File: src/rtl/led_matrix_scan.sv
// led_matrix_scan: time-multiplexed LED matrix driver with per-LED mode and PWM level.
// Ports: clk, rst_n (async active-low); wr_en/wr_addr/wr_data shadow-config write port;
//        aled (one-hot row enable), kled_tri (column enables), frame_start (row 0 slot 0 pulse).
module led_matrix_scan #(
    parameter int ROWS       = 4,
    parameter int COLS       = 4,
    parameter int SCAN_DIV   = 4800,
    parameter int BLANK      = 48,
    parameter int PWM_BITS   = 4,
    parameter int BLINK_BITS = 24
) (
    input  logic                           clk,
    input  logic                           rst_n,
    input  logic                           wr_en,
    input  logic [$clog2(ROWS*COLS)-1:0]   wr_addr,
    input  logic [PWM_BITS+1:0]            wr_data,
    output logic [ROWS-1:0]                aled,
    output logic [COLS-1:0]                kled_tri,
    output logic                           frame_start
);

    localparam int N  = ROWS * COLS;
    localparam int DW = PWM_BITS + 2;
    localparam int SW = $clog2(SCAN_DIV);
    localparam int RW = (ROWS > 1) ? $clog2(ROWS) : 1;

    logic [SW-1:0]         slot_q, slot_d;
    logic [RW-1:0]         row_q, row_d;
    logic [BLINK_BITS-1:0] blink_q, blink_d;
    logic [DW-1:0]         shadow_q [N];
    logic [DW-1:0]         shadow_d [N];
    logic [DW-1:0]         live_q [N];
    logic [DW-1:0]         live_d [N];
    logic [ROWS-1:0]       aled_q, aled_d;
    logic [COLS-1:0]       kled_q, kled_d;
    logic                  frame_start_q, frame_start_d;

    logic                  slot_wrap;
    logic                  row_wrap;
    logic                  frame_wrap;
    logic                  active;
    logic [PWM_BITS-1:0]   pwm_cnt;
    logic [N-1:0]          led_on;
    logic [COLS-1:0]       row_leds;

    // Counters and configuration copy
    always_comb begin
        slot_wrap  = (slot_q == SW'(SCAN_DIV - 1));
        row_wrap   = (row_q == RW'(ROWS - 1));
        frame_wrap = slot_wrap && row_wrap;

        slot_d  = slot_wrap ? '0 : slot_q + SW'(1);
        row_d   = row_q;
        if (slot_wrap) begin
            row_d = row_wrap ? '0 : row_q + RW'(1);
        end
        blink_d = blink_q + BLINK_BITS'(1);

        shadow_d = shadow_q;
        if (wr_en && (int'(wr_addr) < N)) begin
            shadow_d[wr_addr] = wr_data;
        end

        // Copy uses shadow_d so a write on the wrap clock lands in the new frame.
        live_d = frame_wrap ? shadow_d : live_q;
    end

    // Per-LED lit decision from the live configuration
    assign active  = (slot_q >= SW'(BLANK));
    assign pwm_cnt = PWM_BITS'(slot_q - SW'(BLANK));

    for (genvar i = 0; i < N; i++) begin : g_led
        logic [PWM_BITS-1:0] level;
        logic [1:0]          mode;
        logic                gate;
        logic                level_ok;

        assign level    = live_q[i][PWM_BITS-1:0];
        assign mode     = live_q[i][DW-1:PWM_BITS];
        assign gate     = (mode == 2'd0) ? 1'b0 :
                          (mode == 2'd1) ? 1'b1 :
                          (mode == 2'd2) ? blink_q[BLINK_BITS-1] :
                                           blink_q[BLINK_BITS-3];
        assign level_ok = (level != '0) &&
                          ((level == '1) || (pwm_cnt < level));
        assign led_on[i] = level_ok && gate;
    end

    assign row_leds = led_on[int'(row_q)*COLS +: COLS];

    // Output decode; registered one clock behind the counter state
    always_comb begin
        aled_d        = '0;
        kled_d        = '0;
        frame_start_d = (slot_q == '0) && (row_q == '0);
        if (active) begin
            aled_d = ROWS'(1) << row_q;
            kled_d = row_leds;
        end
    end

    always_ff @(posedge clk or negedge rst_n) begin
        if (!rst_n) begin
            slot_q        <= '0;
            row_q         <= '0;
            blink_q       <= '0;
            aled_q        <= '0;
            kled_q        <= '0;
            frame_start_q <= 1'b0;
            for (int i = 0; i < N; i++) begin
                shadow_q[i] <= '0;
                live_q[i]   <= '0;
            end
        end else begin
            slot_q        <= slot_d;
            row_q         <= row_d;
            blink_q       <= blink_d;
            aled_q        <= aled_d;
            kled_q        <= kled_d;
            frame_start_q <= frame_start_d;
            for (int i = 0; i < N; i++) begin
                shadow_q[i] <= shadow_d[i];
                live_q[i]   <= live_d[i];
            end
        end
    end

    assign aled        = aled_q;
    assign kled_tri    = kled_q;
    assign frame_start = frame_start_q;

endmodule

File: config.mk
export PLATFORM = sky130hd
export DESIGN_NAME = led_matrix_scan
export DESIGN_NICKNAME = d
export VERILOG_FILES = /design/src/rtl/led_matrix_scan.sv
export SDC_FILE = /design/constraint.sdc
export NUM_CORES = 1
export LEC_CHECK = 0
export CORE_MARGIN = 4
export CORE_UTILIZATION = 53
export CTS_CLUSTER_DIAMETER = 120
export DETAILED_ROUTE_END_ITERATION = 8
export PLACE_DENSITY_LB_ADDON = 0.1
export SKIP_CTS_REPAIR_TIMING = 1
export SLEW_MARGIN = 40
export SYNTH_ARGS = -nofsm -noshare
export SYNTH_HDL_FRONTEND = slang
export SYNTH_SLANG_ARGS = --single-unit
File: constraint.sdc
create_clock -name clk -period 2.4 [get_ports clk]
set_input_delay 0.24 -clock clk [delete_from_list [all_inputs] [get_ports clk]]
set_output_delay 0.24 -clock clk [all_outputs]
set_load 0.01 [all_outputs]
==> qor.csv, run 1 <==
stage,metric,value,unit
final_layout,synth-to-layout area growth,14.6,%
global_route,first-pass GRT wire length,39800,um
worst_setup_path,Crit. End Element,register,
timing,f_max,0.432,GHz
timing,Worst slew margin,0.562,
yosys,adder-cell share of the synthesized area,0.0623,
final_layout,diode count,0,
timing,RSZ-0062 raised after global routing,false,
placed_design,hpwl dp,15700,um
worst_setup_path,Critical Path AT,2.70,ns
yosys,top cell type by total area after synthesis,dfrtp_1,
yosys,Synth Area per Inst,12.9,um2
run_status,status,"complete, no violations",
floorplanning,Starting Density,0.542,
route,initial drt markers,282,
placed_design,DP Cell Count,1158,
floorplanning,# IOs,22,
route,Residual DRC,0,
route,drt wl/cell,20.2,um
floorplanning,core area,20400,um2
route,routed wire length,24300,um
timing,hold_ws,0.288,ns
yosys,library cells used by synthesis,44,
yosys,Synth Register Bits,240,
worst_setup_path,Worst path max stage delay,0.59,ns
timing,final period utilization,0.964,
yosys,xor-xnor portion of the synthesized cell area,0.0254,
cts,Sink Count,240,
floorplanning,die area,23200,um2
final_layout,Final Non-Filler Cells,1204,
cts,TritonCTS clock tree,yes,
global_route,largest net degree at the start of global routing,74,
route,vias per std cell,5.77,
placed_design,gpl congestion,0.770,
yosys,post-synthesis simple-gate area fraction,0.0716,
yosys,Synth Area in Compound Gates,0.0676,
cts,H-tree depth,1,
worst_setup_path,CP Cell Sequence,or4_4 > nor4_4 > buf_12 > buf_12 > mux2_2,
placed_design,DP Area,11800,um2
yosys,main combinational cell family by area after synthesis,multiplexers,
worst_setup_path,Worst Path Required,2.79,ns
yosys,Yosys top cell area share,0.544,
yosys,largest cells by area after synthesis,"dfrtp_1, mux2_2, ha_1",
cts,Worst-path clk slew,0.06,ns
yosys,post-synthesis mux area share,0.198,
timing,final setup violation count,0,
worst_setup_path,cell mode on critical path,buf_12,
floorplanning,Chip Width,152,um
route,number of routed nets with antenna violations,0,
global_route,grt ovf,0,
yosys,sequential cell area fraction in the yosys report,0.544,
cts,Longest Clk Path Bufs,3,
cts,Worst-Skew Late Latency,0.51,ns
timing,clk_skew,0.00597,ns
final_layout,ratio of cells with drive above 1 in the final layout,0.271,
yosys,syn_nets,926,
global_route,vias in the first global route,7363,
floorplanning,Die Y,152,um
worst_hold_path,worst hold path class,in2async,
worst_setup_path,R2R depth,5,
final_layout,fin area,12700,um2
cts,clock tree root buffer cell,clkbuf_16,
yosys,Ys Warns,0,
final_layout,most frequent cells in the layout,"dfrtp_1, mux2_2, inv_1, ha_1, nand2_1",
timing,min cycle time layout,2.31,ns
global_route,initial antenna violation count,0,
power,Pwr per Cell Area,710,nW/um2
cts,TritonCTS Buffers,25,
worst_setup_path,"Slowest-stage cell, CP",or4_4,
power,Leak Pwr,5.95,nW
worst_setup_path,CP startpoint kind,register,
final_layout,"most common cell after layout, fill and taps aside",dfrtp_1,
global_route,GRT Util Overall,0.212,
power,maximum vdd drop,0.642,mV
route,routed via count,6952,
worst_setup_path,CP Max Fanout,28,
run,Max-Cap Viols,0,
floorplanning,Std-Cell Rows,52,
timing,Final Hold Vio Count,0,
yosys,Synth Cell Area,11000,um2
placed_design,port bufs,21,
final_layout,Total Nets Final,984,
route,First-pass DRT Iterations,6,
worst_setup_path,Crit Path Class,reg2reg,
timing,max-slew violation count,0,
timing,sum of negative setup slack,0,ns
yosys,post-synthesis cell count,858,
timing,Worst-Margin Slew,0.655,ns
## stage by stage
stage / util / total power, mW / setup slack, ns
after floorplan: - / 4.97 / 0.00488
after global placement: 0.581 / 5.19 / -0.0293
after detailed placement: 0.581 / 5.25 / -0.0664
after CTS: 0.621 / 9.09 / 0.0887
after global routing: 0.622 / 9.39 / 0.00519
final: 0.622 / 8.99 / 0.0861
## cell type report
class,instances,area (um2)
inverter,58,218
multi-input combinational,532,4690
fill,1574,7700
clock buffer,36,717
clock inverter,9,97.6
tap,270,338
timing repair buffer,59,591
sequential,240,6010
## Yosys cell counts, drive strengths merged
cell type,n
and4,4
or4,2
dfrtp,240
a21oi,33
xnor2,20
a311oi,6
ha,55
nand4,20
nor2,31
o22ai,1
a31oi,6
nor3b,1
inv,58
buf,11
a22o,5
a211o,13
nand2b,4
o2bb2ai,1
nand2,36
o221ai,13
nand3,12
a32o,5
nor4,11
and3,8
nor2b,1
nor3,2
mux2,194
o41ai,8
and2,8
a311o,2
a211oi,3
xor2,12
o21ai,4
clkbuf,17
or3,4
nand3b,4
o211ai,3
## registers in the layout (all words and copies together), names as in the netlist
| register | flops |
|---|---|
| kled_tri | 4 |
| shadow_q | 96 |
| row_q | 2 |
| g_led.level | 64 |
| aled | 4 |
| frame_start | 1 |
| g_led.mode | 32 |
| blink_q | 24 |
| slot_q | 13 |
## path summary, 6_finish.rpt
path | start | endpoint | slack [ns]
max reg2reg | slot_q[6] | g_led[4].level[3] | 0.09
min reg2reg | blink_q[0] | blink_q[0] | 0.45
min | rst_n | shadow_q[69] | 0.29
max in group asynchronous | rst_n | slot_q[1] | 1.36
min in group clk | blink_q[0] | blink_q[0] | 0.45
max | slot_q[6] | g_led[4].level[3] | 0.09
## metal layers
metal | wire length [um] | vias up | track usage
met5 | 0 | - | 0
met4 | 415 | 0 | 0.0381
met3 | 891 | 32 | 0.0324
met2 | 11600 | 82 | 0.348
met1 | 11400 | 3624 | 0.307
li1 | - | 3214 | -
## worst max-delay path: cells and delay by family (launching register included)
| kind | cells | cell delay, ns |
|---|---|---|
| buffers and inverters | 2 | 0.48 |
| flip-flops | 1 | 0.42 |
| multiplexers | 1 | 0.36 |
| AND/OR/NAND/NOR | 2 | 0.92 |
## cell families after synthesis
group,Yosys count
DFF,240
muxes,194
and+or+nand+nor,148
AOI/OAI and AO/OA,103
buffers and inverters,86
adders and majority gates,55
xor gates and xnor gates,32
## report_power, final
group / switching [mW] / internal, mW
clock: 1.54 / 2.28
sequential: 0.0929 / 4.42
combinational: 0.332 / 0.332
total: 1.96 / 7.03
No activity file was read; power rests on OpenSTA's default activity.
==> run 2: changes to the inputs <==
Settings changed: CELL_PAD_IN_SITES_DETAIL_PLACEMENT set to 1, CELL_PAD_IN_SITES_GLOBAL_PLACEMENT set to 1, CORE_UTILIZATION 53 to 47.
==> qor.csv, run 2 (same netlist as run 1, synthesis figures left out) <==
stage,metric,value,unit,change
run_status,status,"complete, no violations",,unchanged
floorplanning,Starting Density,0.483,,was 0.542
global_route,initial antenna violation count,0,,unchanged
final_layout,fin util,0.564,,was 0.622
cts,Sink Count,240,,unchanged
placed_design,hpwl dp,17900,um,was 15700 um
route,drt wl/cell,21.8,um,was 20.2 um
worst_setup_path,CP startpoint kind,register,,unchanged
placed_design,DP Cell Count,1201,,was 1158
cts,TritonCTS Buffers,27,,was 25
global_route,GR peak layer,met2,,unchanged
power,Power Total,9.48,mW,was 8.99 mW
timing,Worst slew margin,0.625,,was 0.562
timing,Final Hold Vio Count,0,,unchanged
worst_setup_path,Worst Path Required,2.81,ns,was 2.79 ns
timing,Worst-Margin Slew,0.563,ns,was 0.655 ns
global_route,grt ovf,0,,unchanged
final_layout,largest reg by FF count,shadow_q,,unchanged
final_layout,fill cell count,2282,,was 1574
power,Leak Pwr,6.04,nW,was 5.95 nW
power,Power Internal,7.42,mW,was 7.03 mW
power,sw frac,0.218,,about the same
global_route,first-pass GRT wire length,44400,um,was 39800 um
run,Max-Cap Viols,0,,unchanged
timing,f_max,0.429,GHz,was 0.432 GHz
route,First-pass DRT Iterations,4,,was 6
route,vias per std cell,5.67,,was 5.77
route,routed via count,7131,,was 6952
cts,TritonCTS clock tree,yes,,unchanged
power,maximum vdd drop,0.435,mV,was 0.642 mV
cts,H-tree depth,1,,unchanged
floorplanning,Std-Cell Rows,55,,was 52
placed_design,port bufs,21,,unchanged
global_route,largest net degree at the start of global routing,72,,was 74
power,Gate power share,0.072,,was 0.074
cts,Worst-path clk slew,0.06,ns,about the same
timing,max-slew violation count,0,,unchanged
timing,RSZ-0062 raised after global routing,false,,unchanged
worst_setup_path,CP Max Fanout,6,,was 28
final_layout,diode count,0,,unchanged
global_route,vias in the first global route,8028,,was 7363
worst_setup_path,Crit Path Class,reg2reg,,unchanged
global_route,grt met1 use,0.279,,was 0.307
placed_design,pre-CTS setup slack,0.0417,ns,was -0.0664 ns
worst_hold_path,worst hold path class,in2async,,unchanged
global_route,GRT Util Overall,0.215,,was 0.212
worst_setup_path,Reg2Reg Setup Slack,0.07,ns,was 0.09 ns
placed_design,gpl congestion,0.748,,was 0.770
power,Clk pwr share,0.452,,was 0.425
final_layout,synth-to-layout area growth,16.7,%,was 14.6%
floorplanning,# IOs,22,,unchanged
final_layout,area of the multi-input gates,4690,um2,about the same
route,routed wire length,27400,um,was 24300 um
power,Flop pwr share,0.476,,was 0.501
power,P_sw,2.06,mW,was 1.96 mW
timing,Final WS setup,0.0707,ns,was 0.0861 ns
global_route,met3 Usage GRT,0.0296,,was 0.0324
final_layout,most frequent cells in the layout,"dfrtp_1, mux2_2, inv_1, ha_1",,"was dfrtp_1, mux2_2, inv_1, ha_1, nand2_1"
worst_setup_path,Crit. End Element,register,,unchanged
timing,min cycle time layout,2.33,ns,was 2.31 ns
power,Pwr per Cell Area,736,nW/um2,was 710 nW/um2
worst_setup_path,Critical Path AT,2.73,ns,was 2.70 ns
timing,sum of negative setup slack,0,ns,unchanged
floorplanning,Die Y,161,um,was 152 um
final_layout,Final Non-Filler Cells,1258,,was 1204
cts,Longest Clk Path Bufs,3,,unchanged
floorplanning,core area,22800,um2,was 20400 um2
final_layout,"most common cell after layout, fill and taps aside",dfrtp_1,,unchanged
floorplanning,die area,26000,um2,was 23200 um2
final_layout,ratio of cells with drive above 1 in the final layout,0.278,,was 0.271
route,Residual DRC,0,,unchanged
final_layout,Total Nets Final,992,,was 984
timing,clk_skew,0.0159,ns,was 0.00597 ns
route,number of routed nets with antenna violations,0,,unchanged
final_layout,Largest register FFs,96,,unchanged
global_route,met2 Track Usage GR,0.385,,was 0.348
route,initial drt markers,286,,was 282
timing,final period utilization,0.971,,was 0.964
floorplanning,Chip Width,161,um,was 152 um
cts,clock tree root buffer cell,clkbuf_16,,unchanged
timing,final setup violation count,0,,unchanged
cts,Worst-Skew Late Latency,0.53,ns,was 0.51 ns
final_layout,Reg area,6010,um2,about the same
run 2: changes by cell type in the layout (fill, tap and decap cells not counted):
cell and delta:
buf_4 +6, clkbuf_8 +4, clkinv_2 -4, clkbuf_16 +2, and2_1 -1, and2_2 +1, bufinv_16 +1, clkbuf_1 +1
dfrtp_1 +1, dfrtp_2 -1, inv_6 +1
run 2: metrics by stage:
stage	area, um2	hold WS [ns]
floorplan	11000	-0.0556
global placement	11900	0.227
detailed placement	11900	0.243
CTS	12800	-0.314
global route	12900	0.318
finish	12900	0.257
run 2: area by class of cell:
cell class / count / share of cell area
multi-input cells: 532 / 0.364
clock inverters: 7 / 0.00903
inverters: 58 / 0.0169
clock buffers: 43 / 0.0641
flip-flops and latches: 240 / 0.466
well taps: 313 / 0.0304
repair buffers: 65 / 0.0493
run 2: final timing paths:
check                           start           end  cells past startpoint
max                         slot_q[6]   kled_tri[2]                      5
min                             rst_n  shadow_q[20]                      2
max reg2reg                 slot_q[6]   kled_tri[2]                      5
min reg2reg                blink_q[0]    blink_q[0]                      1
max in group asynchronous       rst_n   blink_q[14]                      3
min in group clk           blink_q[0]    blink_q[0]                      1
run 2: critical path, stage by stage, from the launching register on:
cell and delay, ns:
dfrtp_1 0.42, or4_4 0.59, or4_1 0.48, nand2b_4 0.19, and2_1 0.26, a22o_1 0.27
run 2: routing by layer:
metal | up-vias | wire (um)
met5 | - | 0
met4 | 0 | 630
met3 | 42 | 653
met2 | 88 | 13900
met1 | 3758 | 12200
li1 | 3243 | -
run 2: power by group through the flow:
| stage | Clock (mW) | Sequential (mW) | Combinational, mW |
|---|---|---|---|
| final | 4.28 | 4.51 | 0.685 |
| after global routing | 4.60 | 4.55 | 0.750 |
| after CTS | 4.40 | 4.52 | 0.689 |
| after detailed placement | 0 | 4.59 | 0.685 |
| after global placement | 0 | 4.56 | 0.640 |
| after floorplan | 0 | 4.54 | 0.426 |
==> run 3: changes to the inputs <==
Settings changed: CELL_PAD_IN_SITES_DETAIL_PLACEMENT 1 to 0, TNS_END_PERCENT set to 1.
==> qor.csv, run 3 (same netlist as run 1, synthesis figures left out) <==
stage,metric,value,unit,change
run_status,status,"complete, no violations",,unchanged
cts,Worst-Skew Late Latency,0.52,ns,was 0.53 ns
placed_design,gpl congestion,0.748,,unchanged
placed_design,DP Cell Count,1201,,unchanged
worst_setup_path,Worst path max stage delay,0.59,ns,about the same
power,Pwr per Cell Area,735,nW/um2,was 736 nW/um2
floorplanning,Std-Cell Rows,55,,unchanged
floorplanning,Starting Density,0.483,,unchanged
timing,Worst slew margin,0.644,,was 0.625
worst_setup_path,CP Cell Sequence,or4_4 > or4_1 > nand2b_4 > and2_1 > a22o_1,,unchanged
timing,clk_skew,0.00883,ns,was 0.0159 ns
cts,TritonCTS Buffers,26,,was 27
final_layout,largest reg by FF count,shadow_q,,unchanged
worst_setup_path,Critical Path AT,2.73,ns,about the same
route,routed wire length,25500,um,was 27400 um
route,routed via count,7001,,was 7131
global_route,first-pass GRT wire length,41100,um,was 44400 um
final_layout,area of the multi-input gates,4690,um2,about the same
floorplanning,# IOs,22,,unchanged
final_layout,fin area,12800,um2,was 12900 um2
placed_design,DP Area,11900,um2,unchanged
final_layout,ratio of cells with drive above 1 in the final layout,0.275,,was 0.278
final_layout,diode count,0,,unchanged
cts,Sink Count,240,,unchanged
timing,RSZ-0062 raised after global routing,false,,unchanged
placed_design,port bufs,21,,unchanged
worst_setup_path,Crit Path Class,reg2reg,,unchanged
floorplanning,core area,22800,um2,unchanged
worst_setup_path,CP startpoint kind,register,,unchanged
worst_setup_path,Worst Path Required,2.81,ns,about the same
final_layout,"most common cell after layout, fill and taps aside",dfrtp_1,,unchanged
timing,min cycle time layout,2.32,ns,was 2.33 ns
route,number of routed nets with antenna violations,0,,unchanged
cts,clock tree root buffer cell,clkbuf_16,,unchanged
global_route,vias in the first global route,7563,,was 8028
global_route,GRT Util Overall,0.199,,was 0.215
cts,Worst-path clk slew,0.06,ns,about the same
final_layout,Reg area,6010,um2,unchanged
cts,Longest Clk Path Bufs,3,,unchanged
cts,TritonCTS clock tree,yes,,unchanged
power,Leak Pwr,6.00,nW,was 6.04 nW
timing,Worst-Margin Slew,0.534,ns,was 0.563 ns
global_route,largest net degree at the start of global routing,72,,unchanged
timing,max-slew violation count,0,,unchanged
global_route,grt ovf,0,,unchanged
timing,sum of negative setup slack,0,ns,unchanged
final_layout,synth-to-layout area growth,16.1,%,was 16.7%
final_layout,fill cell count,1936,,was 2282
route,First-pass DRT Iterations,4,,unchanged
worst_hold_path,worst hold path class,in2async,,unchanged
worst_setup_path,Crit. End Element,register,,unchanged
timing,final setup violation count,0,,unchanged
timing,final period utilization,0.965,,was 0.971
final_layout,Largest register FFs,96,,unchanged
timing,Final Hold Vio Count,0,,unchanged
route,Residual DRC,0,,unchanged
route,vias per std cell,5.60,,was 5.67
final_layout,Total Nets Final,985,,was 992
placed_design,hpwl dp,16200,um,was 17900 um
worst_setup_path,"Slowest-stage cell, CP",or4_4,,unchanged
floorplanning,die area,26000,um2,unchanged
timing,f_max,0.432,GHz,was 0.429 GHz
route,initial drt markers,306,,was 286
final_layout,most frequent cells in the layout,"dfrtp_1, mux2_2, inv_1, ha_1, nand2_1",,"was dfrtp_1, mux2_2, inv_1, ha_1"
cts,H-tree depth,1,,unchanged
run,Max-Cap Viols,0,,unchanged
final_layout,Final Non-Filler Cells,1250,,was 1258
floorplanning,Chip Width,161,um,unchanged
floorplanning,Die Y,161,um,unchanged
power,maximum vdd drop,0.435,mV,about the same
global_route,initial antenna violation count,0,,unchanged
route,drt wl/cell,20.4,um,was 21.8 um
worst_setup_path,CP Max Fanout,6,,unchanged
==> run 3: layout make-up <==
| type | instances | area share |
|---|---|---|
| clock buffers | 31 | 0.0547 |
| clock inverters | 17 | 0.0173 |
| inverters | 58 | 0.0170 |
| multi-input cells | 532 | 0.366 |
| flip-flops and latches | 240 | 0.469 |
| well taps | 313 | 0.0305 |
| repair buffers | 59 | 0.0461 |
==> run 3: metrics by stage <==
step / setup WS [ns] / total power, mW / utilization / hold WS, ns
finish: 0.0849 / 9.43 / 0.561 / 0.273
global route: 0.00692 / 9.83 / 0.561 / 0.320
CTS: 0.0554 / 9.56 / 0.561 / -0.319
detailed placement: 0.0783 / 5.26 / 0.520 / 0.241
global placement: 0.0979 / 5.20 / 0.520 / 0.227
floorplan: 0.00488 / 4.97 / - / -0.0556
==> run 3: worst paths after layout <==
check	from	end	slack (ns)	cells after the start
worst max-delay path	slot_q[6]	kled_tri[2]	0.08	5
worst min-delay path	rst_n	shadow_q[23]	0.27	2
worst max register to register	slot_q[6]	kled_tri[2]	0.08	5
worst min register to register	blink_q[0]	blink_q[0]	0.45	1
max in group asynchronous	rst_n	blink_q[15]	1.29	3
min in group clk	blink_q[0]	blink_q[0]	0.45	1
==> run 3: power breakdown <==
group | internal [mW] | total (mW) | switching [mW]
clock network | 2.62 | 4.25 | 1.63
registers | 4.42 | 4.51 | 0.0894
logic | 0.331 | 0.673 | 0.342
total | 7.37 | 9.43 | 2.06
==> run 3: worst max-delay path: cells and delay by family (launching register included) <==
family | cells | cell delay [ns]
flip-flops | 1 | 0.44
AND/OR/NAND/NOR | 4 | 1.48
AO/OA/AOI/OAI | 1 | 0.27
==> run 3: per-layer routing <==
metal  wire (um)  global-route usage  vias to the layer above
met2       12600               0.347                      103
met3         956              0.0319                       46
met1       11200               0.261                     3623
li1            -                   -                     3229
met4         661              0.0508                        0
met5           0                   0                        -
